===== config.mk =====
export PLATFORM = sky130hd
export DESIGN_NAME = rx_iq_capture_axis_flat
export DESIGN_NICKNAME = d
export VERILOG_FILES = /design/src/rtl/rx_iq_capture_axis_if.sv /design/src/rtl/rx_iq_capture_axis.sv /design/src/flat_wrapper.sv
export SDC_FILE = /design/constraint.sdc
export NUM_CORES = 1
export LEC_CHECK = 0
export BUFFER_PORTS_ARGS = -buffer_cell sky130_fd_sc_hd__buf_2
export CAP_MARGIN = 10
export CORE_MARGIN = 2
export CORE_UTILIZATION = 55
export CTS_BUF_LIST = sky130_fd_sc_hd__clkbuf_4
export DETAILED_ROUTE_END_ITERATION = 6
export PLACE_DENSITY_LB_ADDON = 0.2
export SYNTH_ARGS = -nofsm -noshare
export SYNTH_HDL_FRONTEND = slang
export SYNTH_SLANG_ARGS = --single-unit

===== constraint.sdc =====
create_clock -name clk -period 12.7 [get_ports clk]
set_clock_uncertainty 0.2 [all_clocks]
set_input_delay 2.54 -clock clk [delete_from_list [all_inputs] [get_ports clk]]
set_output_delay 2.54 -clock clk [all_outputs]
set_load 0.02 [all_outputs]

===== src/rtl/rx_iq_capture_axis_if.sv =====
// AXI-Stream link carrying captured I/Q samples to the host DMA.
//   tdata  : captured sample word {q1,i1,q0,i0}
//   tvalid : beat valid
//   tready : sink ready
//   tlast  : last sample of a frame
// master drives tdata/tvalid/tlast, slave drives tready.
interface rx_iq_capture_axis_if #(
  parameter int C_M00_AXIS_TDATA_WIDTH = 64
);
  logic [C_M00_AXIS_TDATA_WIDTH-1:0] tdata;
  logic                              tvalid;
  logic                              tready;
  logic                              tlast;

  modport master (output tdata, output tvalid, output tlast, input tready);
  modport slave  (input tdata, input tvalid, input tlast, output tready);
endinterface


===== src/rtl/rx_iq_capture_axis.sv =====
// Triggered I/Q frame capture onto AXI-Stream.
// After arming (capture_en with a non-zero frame_len), a start_trig pulse
// starts a frame of frame_len samples taken from rf_iq whenever rf_iq_valid
// is high. Samples go through a small first-word-fall-through FIFO to the
// AXIS master; the final sample of each frame carries tlast.
// Ports:
//   clk, rstn      : clock, asynchronous active-low reset
//   rf_iq          : packed sample {q1,i1,q0,i0}
//   rf_iq_valid    : rf_iq holds a new sample
//   capture_en     : level enable for arming
//   start_trig     : single-cycle frame start
//   one_shot       : 1 = one frame per arm, 0 = re-arm after each frame
//   frame_len      : samples per frame (0 keeps the block idle)
//   m_axis         : AXI-Stream master (tdata/tvalid/tready/tlast)
//   busy           : not idle, or FIFO still holds data
//   overflow_cnt   : samples dropped on a full FIFO, saturating
//   frame_cnt      : frames completed on AXIS, wrapping
module rx_iq_capture_axis #(
  parameter int IQ_DATA_WIDTH          = 16,
  parameter int C_M00_AXIS_TDATA_WIDTH = 64,
  parameter int FIFO_DEPTH_LOG2        = 4,
  parameter int FRAME_LEN_WIDTH        = 14
) (
  input  logic                       clk,
  input  logic                       rstn,
  input  logic [4*IQ_DATA_WIDTH-1:0] rf_iq,
  input  logic                       rf_iq_valid,
  input  logic                       capture_en,
  input  logic                       start_trig,
  input  logic                       one_shot,
  input  logic [FRAME_LEN_WIDTH-1:0] frame_len,
  rx_iq_capture_axis_if.master       m_axis,
  output logic                       busy,
  output logic [15:0]                overflow_cnt,
  output logic [15:0]                frame_cnt
);

  localparam int DEPTH = 1 << FIFO_DEPTH_LOG2;
  localparam int W     = C_M00_AXIS_TDATA_WIDTH;
  localparam int CW    = FIFO_DEPTH_LOG2 + 1;
  localparam logic [CW-1:0] FULL_CNT = CW'(DEPTH);

  typedef enum logic [1:0] {IDLE, ARMED, CAPTURE, DRAIN} state_t;

  state_t                     state;
  state_t                     after_frame;
  logic [W:0]                 mem [DEPTH];
  logic [FIFO_DEPTH_LOG2-1:0] wr_ptr;
  logic [FIFO_DEPTH_LOG2-1:0] rd_ptr;
  logic [CW-1:0]              count;
  logic [FRAME_LEN_WIDTH-1:0] len_r;
  logic [FRAME_LEN_WIDTH-1:0] smp_cnt;

  logic                       full;
  logic                       empty;
  logic                       trig_hit;
  logic                       write_req;
  logic                       push;
  logic                       drop;
  logic                       pop;
  logic                       push_last;
  logic                       frame_done;
  logic [FRAME_LEN_WIDTH-1:0] cur_len;
  logic [FRAME_LEN_WIDTH-1:0] cur_idx;

  function automatic logic [15:0] sat_inc16(input logic [15:0] v);
    return (v == 16'hFFFF) ? v : v + 16'd1;
  endfunction

  assign full  = (count == FULL_CNT);
  assign empty = (count == '0);

  // The trigger cycle itself may carry the first sample; frame_len is not
  // yet latched then, so the live value is used for the last-sample test.
  assign trig_hit   = (state == ARMED) && capture_en && start_trig && (|frame_len);
  assign write_req  = rf_iq_valid && ((state == CAPTURE) || trig_hit);
  assign push       = write_req && !full;
  assign drop       = write_req && full;
  assign cur_len    = trig_hit ? frame_len : len_r;
  assign cur_idx    = trig_hit ? '0 : smp_cnt;
  assign push_last  = (cur_idx == cur_len - FRAME_LEN_WIDTH'(1));
  assign frame_done = push && push_last;
  assign pop        = m_axis.tvalid && m_axis.tready;

  always_comb begin
    after_frame = IDLE;
    if (one_shot)        after_frame = DRAIN;
    else if (capture_en) after_frame = ARMED;
  end

  // Fall-through head; gated by empty so idle outputs read as zero.
  assign m_axis.tvalid = !empty;
  assign m_axis.tdata  = empty ? '0 : mem[rd_ptr][W-1:0];
  assign m_axis.tlast  = !empty && mem[rd_ptr][W];
  assign busy          = (state != IDLE) || !empty;

  // FIFO storage: data only, no reset needed.
  always_ff @(posedge clk) begin
    if (push) mem[wr_ptr] <= {push_last, rf_iq};
  end

  // FIFO pointers and occupancy.
  always_ff @(posedge clk or negedge rstn) begin
    if (!rstn) begin
      wr_ptr <= '0;
      rd_ptr <= '0;
      count  <= '0;
    end else begin
      if (push) wr_ptr <= wr_ptr + FIFO_DEPTH_LOG2'(1);
      if (pop)  rd_ptr <= rd_ptr + FIFO_DEPTH_LOG2'(1);
      case ({push, pop})
        2'b10:   count <= count + CW'(1);
        2'b01:   count <= count - CW'(1);
        default: count <= count;
      endcase
    end
  end

  // Capture state machine and sample counter.
  always_ff @(posedge clk or negedge rstn) begin
    if (!rstn) begin
      state   <= IDLE;
      len_r   <= '0;
      smp_cnt <= '0;
    end else begin
      case (state)
        IDLE: begin
          if (capture_en && (|frame_len)) state <= ARMED;
        end
        ARMED: begin
          if (!capture_en) begin
            state <= IDLE;
          end else if (trig_hit) begin
            len_r   <= frame_len;
            smp_cnt <= push ? FRAME_LEN_WIDTH'(1) : '0;
            state   <= frame_done ? after_frame : CAPTURE;
          end
        end
        CAPTURE: begin
          if (push)       smp_cnt <= smp_cnt + FRAME_LEN_WIDTH'(1);
          if (frame_done) state   <= after_frame;
        end
        DRAIN: begin
          if (empty) state <= IDLE;
        end
        default: state <= IDLE;
      endcase
    end
  end

  // Status counters.
  always_ff @(posedge clk or negedge rstn) begin
    if (!rstn) begin
      overflow_cnt <= '0;
      frame_cnt    <= '0;
    end else begin
      if (drop)                 overflow_cnt <= sat_inc16(overflow_cnt);
      if (pop && m_axis.tlast)  frame_cnt    <= frame_cnt + 16'd1;
    end
  end

endmodule


===== src/flat_wrapper.sv =====
// flat-port wrapper written by rule: the top's interface ports become plain ports
module rx_iq_capture_axis_flat 
#(
  parameter int IQ_DATA_WIDTH          = 16,
  parameter int C_M00_AXIS_TDATA_WIDTH = 64,
  parameter int FIFO_DEPTH_LOG2        = 4,
  parameter int FRAME_LEN_WIDTH        = 14
)
  (clk, rstn, rf_iq, rf_iq_valid, capture_en, start_trig, one_shot, frame_len, busy, overflow_cnt, frame_cnt, m_axis_tdata, m_axis_tvalid, m_axis_tlast, m_axis_tready);
  rx_iq_capture_axis_if #(.C_M00_AXIS_TDATA_WIDTH(C_M00_AXIS_TDATA_WIDTH)) m_axis_i ();
  input  logic clk;
  input  logic rstn;
  input  logic [4*IQ_DATA_WIDTH-1:0] rf_iq;
  input  logic rf_iq_valid;
  input  logic capture_en;
  input  logic start_trig;
  input  logic one_shot;
  input  logic [FRAME_LEN_WIDTH-1:0] frame_len;
  output logic busy;
  output logic [15:0] overflow_cnt;
  output logic [15:0] frame_cnt;
  output wire logic [$bits(m_axis_i.tdata)-1:0] m_axis_tdata;
  output wire logic [$bits(m_axis_i.tvalid)-1:0] m_axis_tvalid;
  output wire logic [$bits(m_axis_i.tlast)-1:0] m_axis_tlast;
  input wire logic [$bits(m_axis_i.tready)-1:0] m_axis_tready;
  assign m_axis_tdata = m_axis_i.tdata;
  assign m_axis_tvalid = m_axis_i.tvalid;
  assign m_axis_tlast = m_axis_i.tlast;
  assign m_axis_i.tready = m_axis_tready;
  rx_iq_capture_axis #(.IQ_DATA_WIDTH(IQ_DATA_WIDTH), .C_M00_AXIS_TDATA_WIDTH(C_M00_AXIS_TDATA_WIDTH), .FIFO_DEPTH_LOG2(FIFO_DEPTH_LOG2), .FRAME_LEN_WIDTH(FRAME_LEN_WIDTH)) u_core (.clk(clk), .rstn(rstn), .rf_iq(rf_iq), .rf_iq_valid(rf_iq_valid), .capture_en(capture_en), .start_trig(start_trig), .one_shot(one_shot), .frame_len(frame_len), .m_axis(m_axis_i), .busy(busy), .overflow_cnt(overflow_cnt), .frame_cnt(frame_cnt));
endmodule

==> qor.yml, run 1 <==
timing:
  setup_slack_ns: 4.87
  maxClockFrequency_ghz: 0.128
  final-setup-viol-count: 0
  worst_pin_slew_ns: 1.15
  min_period_ns: 7.83
  grt_setup_unrepaired: "false"
  hold_violations: 0
  tns_ns: 0
  slew_headroom: 0.234
  slew_violations: 0
  finalCritPeriodShare: 0.616
clock_tree:
  path_clk_slew_ns: 0.07
  ctsResizeCount: 0
  clk_latency_ns: 1.05
  cts_buffers: 300
  clock_path_buffers: 4
  numClockSinks: 1115
  cts_hold_buffers: 0
  cts_tree: "built"
  htreeDepth: 5
  cts_root_buffer: "clkbuf_4"
  cts_setup_buffers: 0
route:
  wirelength_um: 96000
  drcViolationCount: 0
  wl_per_cell_um: 26.3
  first_pass_iters: 5
  vias_per_cell: 5.97
  vias: 21800
  ant_nets: 0
  drt_first_iter_violations: 2149
grt:
  grt_pass1_vias: 22900
  busiest_layer: "met2"
  grt_start_max_net_pins: 163
  grt_overflow: 0
  gr-usage-met3: 0.0636
  met1_usage: 0.324
  met2_usage: 0.393
  grt_use_total: 0.241
  grt_first_pass_wirelength_um: 143000
  antenna_found_initial: 14
flow_run:
  maxCapViolations: 0
yosys:
  synth_fp_nets: 2081
  synth_top_flop_cell: "edfxtp_1"
  avgSynthCellArea_um2: 22.0
  netlist_top_cells_area: "edfxtp_1, mux4_2, dfrtp_1, and2_1, xnor2_1"
  netlist_top_cells_count: "edfxtp_1, mux4_2, dfrtp_1"
  synthDistinctLibCells: 54
  synthMuxAreaShare: 0.170
  synth_compound_area_frac: 0.00912
  synth-seq-area-share: 0.759
  yosysMostFrequentCell: "edfxtp_1"
  ys_ff_latch: 1115
  synth_top_family_by_area: "multiplexers"
  synth-async-reset-ratio: 0.0673
  synth_top_area_cell: "edfxtp_1"
  synth-adder-area-share: 0.00419
  synth-simple-area-share: 0.0343
  syn_inst: 1982
  syn_area_um2: 43600
  synth_top_area_frac: 0.716
  yosysWarnings: 0
  synth_edf_count: 1040
  synth_xor_xnor_area_share: 0.0141
layout:
  multi_input_area_um2: 10200
  n_fill_cell: 5396
  seq_area_um2: 33100
  syn2layout_area_growth_pct: 13.3
  num-nets-final: 2511
  drive_gt1_frac: 0.389
worst_setup_path:
  cp-start-kind: "register"
  r2r_cells: 10
  required_ns: 9.96
  crit_start: "u_core.rd_ptr[0]"
  reg2reg_setup_slack_ns: 7.51
  crit_arrival_ns: 5.09
  cp_max_fo: 112
  critical_path_class: "register to primary output"
  worstSetupEndpoint: "m_axis_tdata[30]"
  crit_path_end_kind: "primary output"
  r2r_start: "u_core.state[1]"
  worstReg2RegEnd: "u_core.mem[2][4]"
place:
  port_buffers: 183
  place_ws_ns: 5.15
  routabilityCongestion: 0.895
  dpl.hpwl_um: 48700
pwr:
  p_per_area_nw_per_um2: 211
  irDropWorstVdd_mv: 0.147
  cellLeakagePower_nw: 16.6
floorplan:
  rows: 103
  core-area_um2: 78700
  ioPinCount: 184
  start_util: 0.554
  die_x_um: 286
  dieArea_um2: 81600
  die_h_um: 286
hold_path:
  hp-class: "register to register"
run_status:
  outcome: "finished clean"
## cell type report
class	count	share of cell area
Antenna cell	10	0.000506
Clock buffer	410	0.0622
Clock inverter	71	0.00767
Sequential cell	1115	0.670
Tap cell	1050	0.0266
Multi-Input combinational cell	761	0.207
Inverter	10	0.000759
Timing Repair Buffer	224	0.0253
## sequential cells by signal (all words and copies together), names as in the netlist
name and flops:
u_core.count 5, u_core.frame_cnt 16, u_core.len_r 14, u_core.mem 1040, u_core.overflow_cnt 16, u_core.rd_ptr 4, u_core.smp_cnt 14, u_core.state 2
u_core.wr_ptr 4
## placed cells by master (no fill, tap or decap), drive strengths merged, types with 13 or more instances in the layout
master / netlist / final
inv: 10 / 16
dfrtp: 75 / 75
and2: 70 / 70
clkinv: 0 / 61
nand2: 71 / 71
ha: 13 / 13
nor2: 45 / 45
nand3: 15 / 15
nand4: 18 / 18
edfxtp: 1040 / 1040
o21ai: 18 / 18
xor2: 26 / 26
xnor2: 44 / 44
buf: 38 / 224
nor3: 14 / 14
clkbuf: 58 / 410
mux4: 325 / 325
## through the flow
step	power, mW	hold WS [ns]	util	area, um2	cells
2_1_floorplan	6.70	0.266	-	43600	1982
3_3_place_gp	7.64	0.257	0.584	46000	3160
3_5_place_dp	7.67	0.279	0.584	46000	3160
4_1_cts	10.6	0.288	0.628	49400	3641
5_1_grt	11.0	0.324	0.628	49400	3643
6_report	10.5	0.282	0.628	49400	3651
## cells by family after synthesis
| family | after synthesis |
|---|---|
| compound gates | 58 |
| xor+xnor | 70 |
| fa+ha+maj | 14 |
| buf+inv | 106 |
| flops | 1115 |
| mux | 335 |
| simple gates | 284 |
## how the worst min path moves through the flow
stage                              start              endpoint  depth (start not counted)
finish              u_core.frame_cnt[15]  u_core.frame_cnt[15]                          1
floorplan                u_core.len_r[1]       u_core.len_r[1]                          2
global placement    u_core.frame_cnt[15]  u_core.frame_cnt[15]                          1
global route         u_core.frame_cnt[8]   u_core.frame_cnt[8]                          1
CTS                 u_core.frame_cnt[15]  u_core.frame_cnt[15]                          1
detailed placement  u_core.frame_cnt[15]  u_core.frame_cnt[15]                          1
## power by group
| part | internal, mW | switching (mW) | total (mW) |
|---|---|---|---|
| sequential | 4.20 | 0.226 | 4.43 |
| combinational | 1.50 | 1.61 | 3.11 |
| clock | 1.56 | 1.35 | 2.91 |
| total | 7.27 | 3.18 | 10.5 |
## metal layers
metal	part of all wire	vias to the layer above
met2	0.51	938
li1	-	9288
met5	0.00095	-
met3	0.080	132
met4	0.015	14
met1	0.40	11400
## worst max-delay path, stage by stage (launching register included)
cell     delay, ns
dfrtp_4       1.00
buf_12        0.74
buf_4         0.70
mux4_2        0.59
mux4_2        0.49
and2_1        0.20
buf_2         0.16
Power figures use the tool's default switching activity.
==> run 2, diff against run 1 <==
==> constraint.sdc (replaced) <==
create_clock -name clk -period 7 [get_ports clk]
set_clock_uncertainty 0.2 [all_clocks]
set_input_delay 1.4 -clock clk [delete_from_list [all_inputs] [get_ports clk]]
set_output_delay 1.4 -clock clk [all_outputs]
set_load 0.02 [all_outputs]
==> run 2 against run 1 <==
  * Cell count down 0.33%
  * Sequential power up 82%
  * Routed wire length down 1.6%
  * Critical path type unchanged
  * Sequential share of layout area down 0.30 points
  * Critical endpoint is now m_axis_tdata[43]
  * Highest routed layer unchanged
  * Non-clock buffer count down 4
==> qor.yml, run 2 (same netlist as run 1, synthesis figures left out) <==
clock_tree:
  ctsResizeCount: 0
  cts_buffers: 300
  numClockSinks: 1115
  cts_setup_buffers: 0
  path_clk_slew_ns: 0.07
  cts_tree: "built"
  cts_root_buffer: "clkbuf_4"
  htreeDepth: 5
  clk_latency_ns: 1.06
  clock_path_buffers: 4
  cts_hold_buffers: 0
pwr:
  p_total_mw: 19.1
  irDropWorstVdd_mv: 0.387
  p_per_area_nw_per_um2: 384
  cellLeakagePower_nw: 16.7
place:
  routabilityCongestion: 0.866
  place_ws_ns: 1.14
  dp_cells: 3156
  placed_cell_area_um2: 46100
  dpl.hpwl_um: 48200
  port_buffers: 183
floorplan:
  ioPinCount: 184
  start_util: 0.554
  die_x_um: 286
  rows: 103
  core-area_um2: 78700
  die_h_um: 286
  dieArea_um2: 81600
grt:
  grt_start_max_net_pins: 111
  grt_overflow: 0
  grt_use_total: 0.238
  antenna_found_initial: 15
  grt_first_pass_wirelength_um: 143000
  grt_pass1_vias: 23300
timing:
  hold_violations: 0
  final-setup-viol-count: 0
  setup_slack_ns: 1.45
  slew_violations: 0
  min_period_ns: 5.55
  finalCritPeriodShare: 0.793
  worst_pin_slew_ns: 1.07
  whs_ns: 0.271
  maxClockFrequency_ghz: 0.180
  slew_headroom: 0.283
  grt_setup_unrepaired: "false"
  tns_ns: 0
worst_setup_path:
  crit_path_end_kind: "primary output"
  required_ns: 5.40
  cp_max_fo: 110
  r2r_cells: 15
  critical_path_class: "register to primary output"
  cp-start-kind: "register"
  crit_arrival_ns: 3.95
layout:
  top_regs: "u_core.mem (1040), u_core.frame_cnt (16), u_core.overflow_cnt (16)"
  final_area_um2: 49700
  final_cells: 3639
  drive_gt1_frac: 0.392
  num-nets-final: 2507
  multi_input_area_um2: 10300
  syn2layout_area_growth_pct: 13.9
  final_cell_mix: "edfxtp_1, clkbuf_4, mux4_2"
  largest_register_ffs: 1040
  regMostFlops: "u_core.mem"
  n_fill_cell: 5423
  final_util: 0.631
  seq_area_um2: 33100
  final_common_cell: "edfxtp_1"
route:
  drt_first_iter_violations: 2081
  wl_per_cell_um: 26.0
  wirelength_um: 94500
  first_pass_iters: 7
  drcViolationCount: 0
  vias_per_cell: 6.00
  ant_nets: 0
  vias: 21800
hold_path:
  hp-class: "register to register"
  hold_depth: 1
flow_run:
  maxCapViolations: 0
run_status:
  outcome: "finished clean"
run 2: cell count changes in the layout (fill, tap and decap cells not counted), moves of 2 or more:
cell / before / now
clkinv_2: 6 / 3
buf_12: 2 / 17
clkbuf_4: 410 / 421
buf_4: 40 / 21
nor3_4: 0 / 4
clkinv_1: 55 / 38
nor3_2: 4 / 0
inv_2: 6 / 4
run 2: final timing paths:
check	end	slack, ns	startpoint
setup / recovery	m_axis_tdata[43]	1.45	u_core.rd_ptr[1]
hold / removal	u_core.frame_cnt[15]	0.27	u_core.frame_cnt[15]
setup reg to reg	u_core.state[0]	2.18	u_core.state[0]
hold reg to reg	u_core.frame_cnt[15]	0.27	u_core.frame_cnt[15]
max in group asynchronous	u_core.rd_ptr[1]	5.53	rstn
min in group asynchronous	u_core.overflow_cnt[6]	0.29	rstn
run 2: layout make-up:
type,instances,share of cell area
inverters,10,0.000756
multi-input cells,761,0.207
clock inverters,52,0.00683
clock buffers,421,0.0636
repair buffers,220,0.0284
flip-flops and latches,1115,0.667
well taps,1050,0.0264
diodes,10,0.000504
run 2: per-layer routing:
layer / GRT usage / share of wire
met1: 0.328 / 0.41
met2: 0.384 / 0.50
met3: 0.0534 / 0.065
met4: 0.0785 / 0.019
met5: 0 / 0.00086
run 2: worst max-delay path: stages, from the launching register on:
cell     delay [ns]
dfrtp_4        0.94
buf_12         0.62
mux4_2         0.41
mux4_2         0.48
and2_1         0.22
buf_2          0.18
run 2: where the power goes:
part,total [mW],switching [mW],internal [mW]
sequential,8.06,0.442,7.62
clock,5.39,2.47,2.92
combinational,5.64,2.89,2.75
total,19.1,5.80,13.3
==> run 3, diff against run 2 <==
==> constraint.sdc (replaced) <==
create_clock -name clk -period 4.6 [get_ports clk]
set_clock_uncertainty 0.2 [all_clocks]
set_input_delay 0.92 -clock clk [delete_from_list [all_inputs] [get_ports clk]]
set_output_delay 0.92 -clock clk [all_outputs]
set_load 0.02 [all_outputs]
==> run 3 against run 2 <==
  * Clock power grew 53%
  * Cell area grew 2.7%
  * Routed wire length grew 2.6%
  * Setup slack lost 1.4 ns
  * Sequential power grew 50%
  * Critical path depth grew 1
  * Register-to-register slack lost 1.5 ns
  * Power grew 56%
  * Critical path type unchanged
  * Combinational power grew 68%
==> qor.yml, run 3 (same netlist as run 1, synthesis figures left out) <==
clock_tree:
  path_clk_slew_ns: 0.07
  clk_latency_ns: 1.06
  cts_root_buffer: "clkbuf_4"
  htreeDepth: 5
  cts_tree: "built"
  clock_path_buffers: 4
  numClockSinks: 1115
  cts_buffers: 299
grt:
  grt_first_pass_wirelength_um: 145000
  grt_overflow: 0
  grt_start_max_net_pins: 76
  antenna_found_initial: 3
  grt_use_total: 0.243
  grt_pass1_vias: 23700
worst_setup_path:
  required_ns: 3.48
  cp_max_fo: 27
  crit_arrival_ns: 3.40
  r2r_start: "u_core.state[0]"
  worstReg2RegEnd: "u_core.mem[14][2]"
  cp-start-kind: "register"
  crit_path_end_kind: "primary output"
  critical_path_class: "register to primary output"
  reg2reg_setup_slack_ns: 0.66
  r2r_cells: 9
floorplan:
  start_util: 0.554
  ioPinCount: 184
  core-area_um2: 78700
  die_h_um: 286
  dieArea_um2: 81600
  rows: 103
  die_x_um: 286
pwr:
  irDropWorstVdd_mv: 0.390
  p_per_area_nw_per_um2: 584
  cellLeakagePower_nw: 17.3
layout:
  num-nets-final: 2618
  largest_register_ffs: 1040
  final_cell_mix: "edfxtp_1, clkbuf_4, mux4_2"
  regMostFlops: "u_core.mem"
  drive_gt1_frac: 0.388
  n_fill_cell: 5407
  final_area_um2: 51000
  final_common_cell: "edfxtp_1"
  syn2layout_area_growth_pct: 16.9
  top_regs: "u_core.mem (1040), u_core.frame_cnt (16), u_core.overflow_cnt (16)"
  final_cells: 3743
place:
  routabilityCongestion: 0.848
  dpl.hpwl_um: 49400
  placed_cell_area_um2: 46400
  port_buffers: 183
  dp_cells: 3177
timing:
  hold_violations: 0
  slew_headroom: 0.353
  finalCritPeriodShare: 0.982
  worst_pin_slew_ns: 0.970
  tns_ns: 0
  slew_violations: 0
  min_period_ns: 4.52
  grt_setup_unrepaired: "true"
  final-setup-viol-count: 0
  maxClockFrequency_ghz: 0.221
route:
  first_pass_iters: 5
  ant_nets: 0
  vias: 22400
  drt_first_iter_violations: 2097
  wl_per_cell_um: 25.9
  drcViolationCount: 0
  vias_per_cell: 5.99
  wirelength_um: 96900
flow_run:
  maxCapViolations: 0
hold_path:
  hp-class: "input pin to register"
  hold_depth: 4
  hold_end: "u_core.state[0]"
  min_from: "one_shot"
run_status:
  outcome: "finished clean"
[run 3: cell types whose count changed in the layout (fill, tap and decap cells not counted), moves of 8 or more]
cell | previous run | this run
and2_4 | 0 | 9
clkbuf_4 | 421 | 411
buf_2 | 182 | 169
buf_4 | 21 | 41
buf_6 | 0 | 11
buf_12 | 17 | 25
dlygate4sd3_1 | 0 | 80
and2_1 | 70 | 61
[run 3: timing repair]
item	in CTS	in global routing
buffers inserted	11	0
hold buffers	80	0
resized for setup	19	20
hold endpoints to repair	1085	0
setup endpoints to repair	65	43
[run 3: metal layers]
layer	vias up	global-route usage	part of all wire
met2	910	0.394	0.50
met4	4	0.0724	0.017
li1	9480	-	-
met5	-	0	0.00021
met3	141	0.0485	0.066
met1	11900	0.340	0.41
[run 3: final cells by class]
class / count / area [um2] / area share
clock inverter: 61 / 423 / 0.00829
tap: 1050 / 1310 / 0.0258
inverter: 10 / 37.5 / 0.000736
antenna: 3 / 7.51 / 0.000147
timing repair buffer: 332 / 2730 / 0.0535
multi-input combinational: 761 / 10300 / 0.202
clock buffer: 411 / 3090 / 0.0605
sequential: 1115 / 33100 / 0.649
[run 3: worst max path at each step]
stage | startpoint | to
floorplan | start_trig | u_core.mem[7][0]
global placement | frame_len[4] | u_core.mem[14][64]
detailed placement | frame_len[4] | u_core.mem[15][64]
CTS | u_core.rd_ptr[0] | m_axis_tdata[11]
global route | u_core.rd_ptr[0] | m_axis_tdata[21]
finish | u_core.rd_ptr[0] | m_axis_tdata[58]
[run 3: power by group]
group	internal, mW	switching [mW]
Clock	4.47	3.75
Combinational	4.69	4.80
Sequential	11.6	0.486
Total	20.8	9.03
[run 3: metrics by stage]
step	setup WS, ns	total power [mW]	utilization	hold WS, ns
global route	-0.104	31.2	0.648	0.132
global placement	0.114	21.4	0.590	0.256
floorplan	-0.894	18.5	-	0.266
detailed placement	0.0759	21.4	0.590	0.267
CTS	-0.0430	30.1	0.647	0.0748
finish	0.0832	29.8	0.648	0.195
[run 3: critical path, cell delays in order, from the launching register on]
cell	delay, ns
dfrtp_4	0.43
buf_4	0.20
buf_16	0.25
mux4_2	0.57
mux4_2	0.52
and2_1	0.22
buf_2	0.17
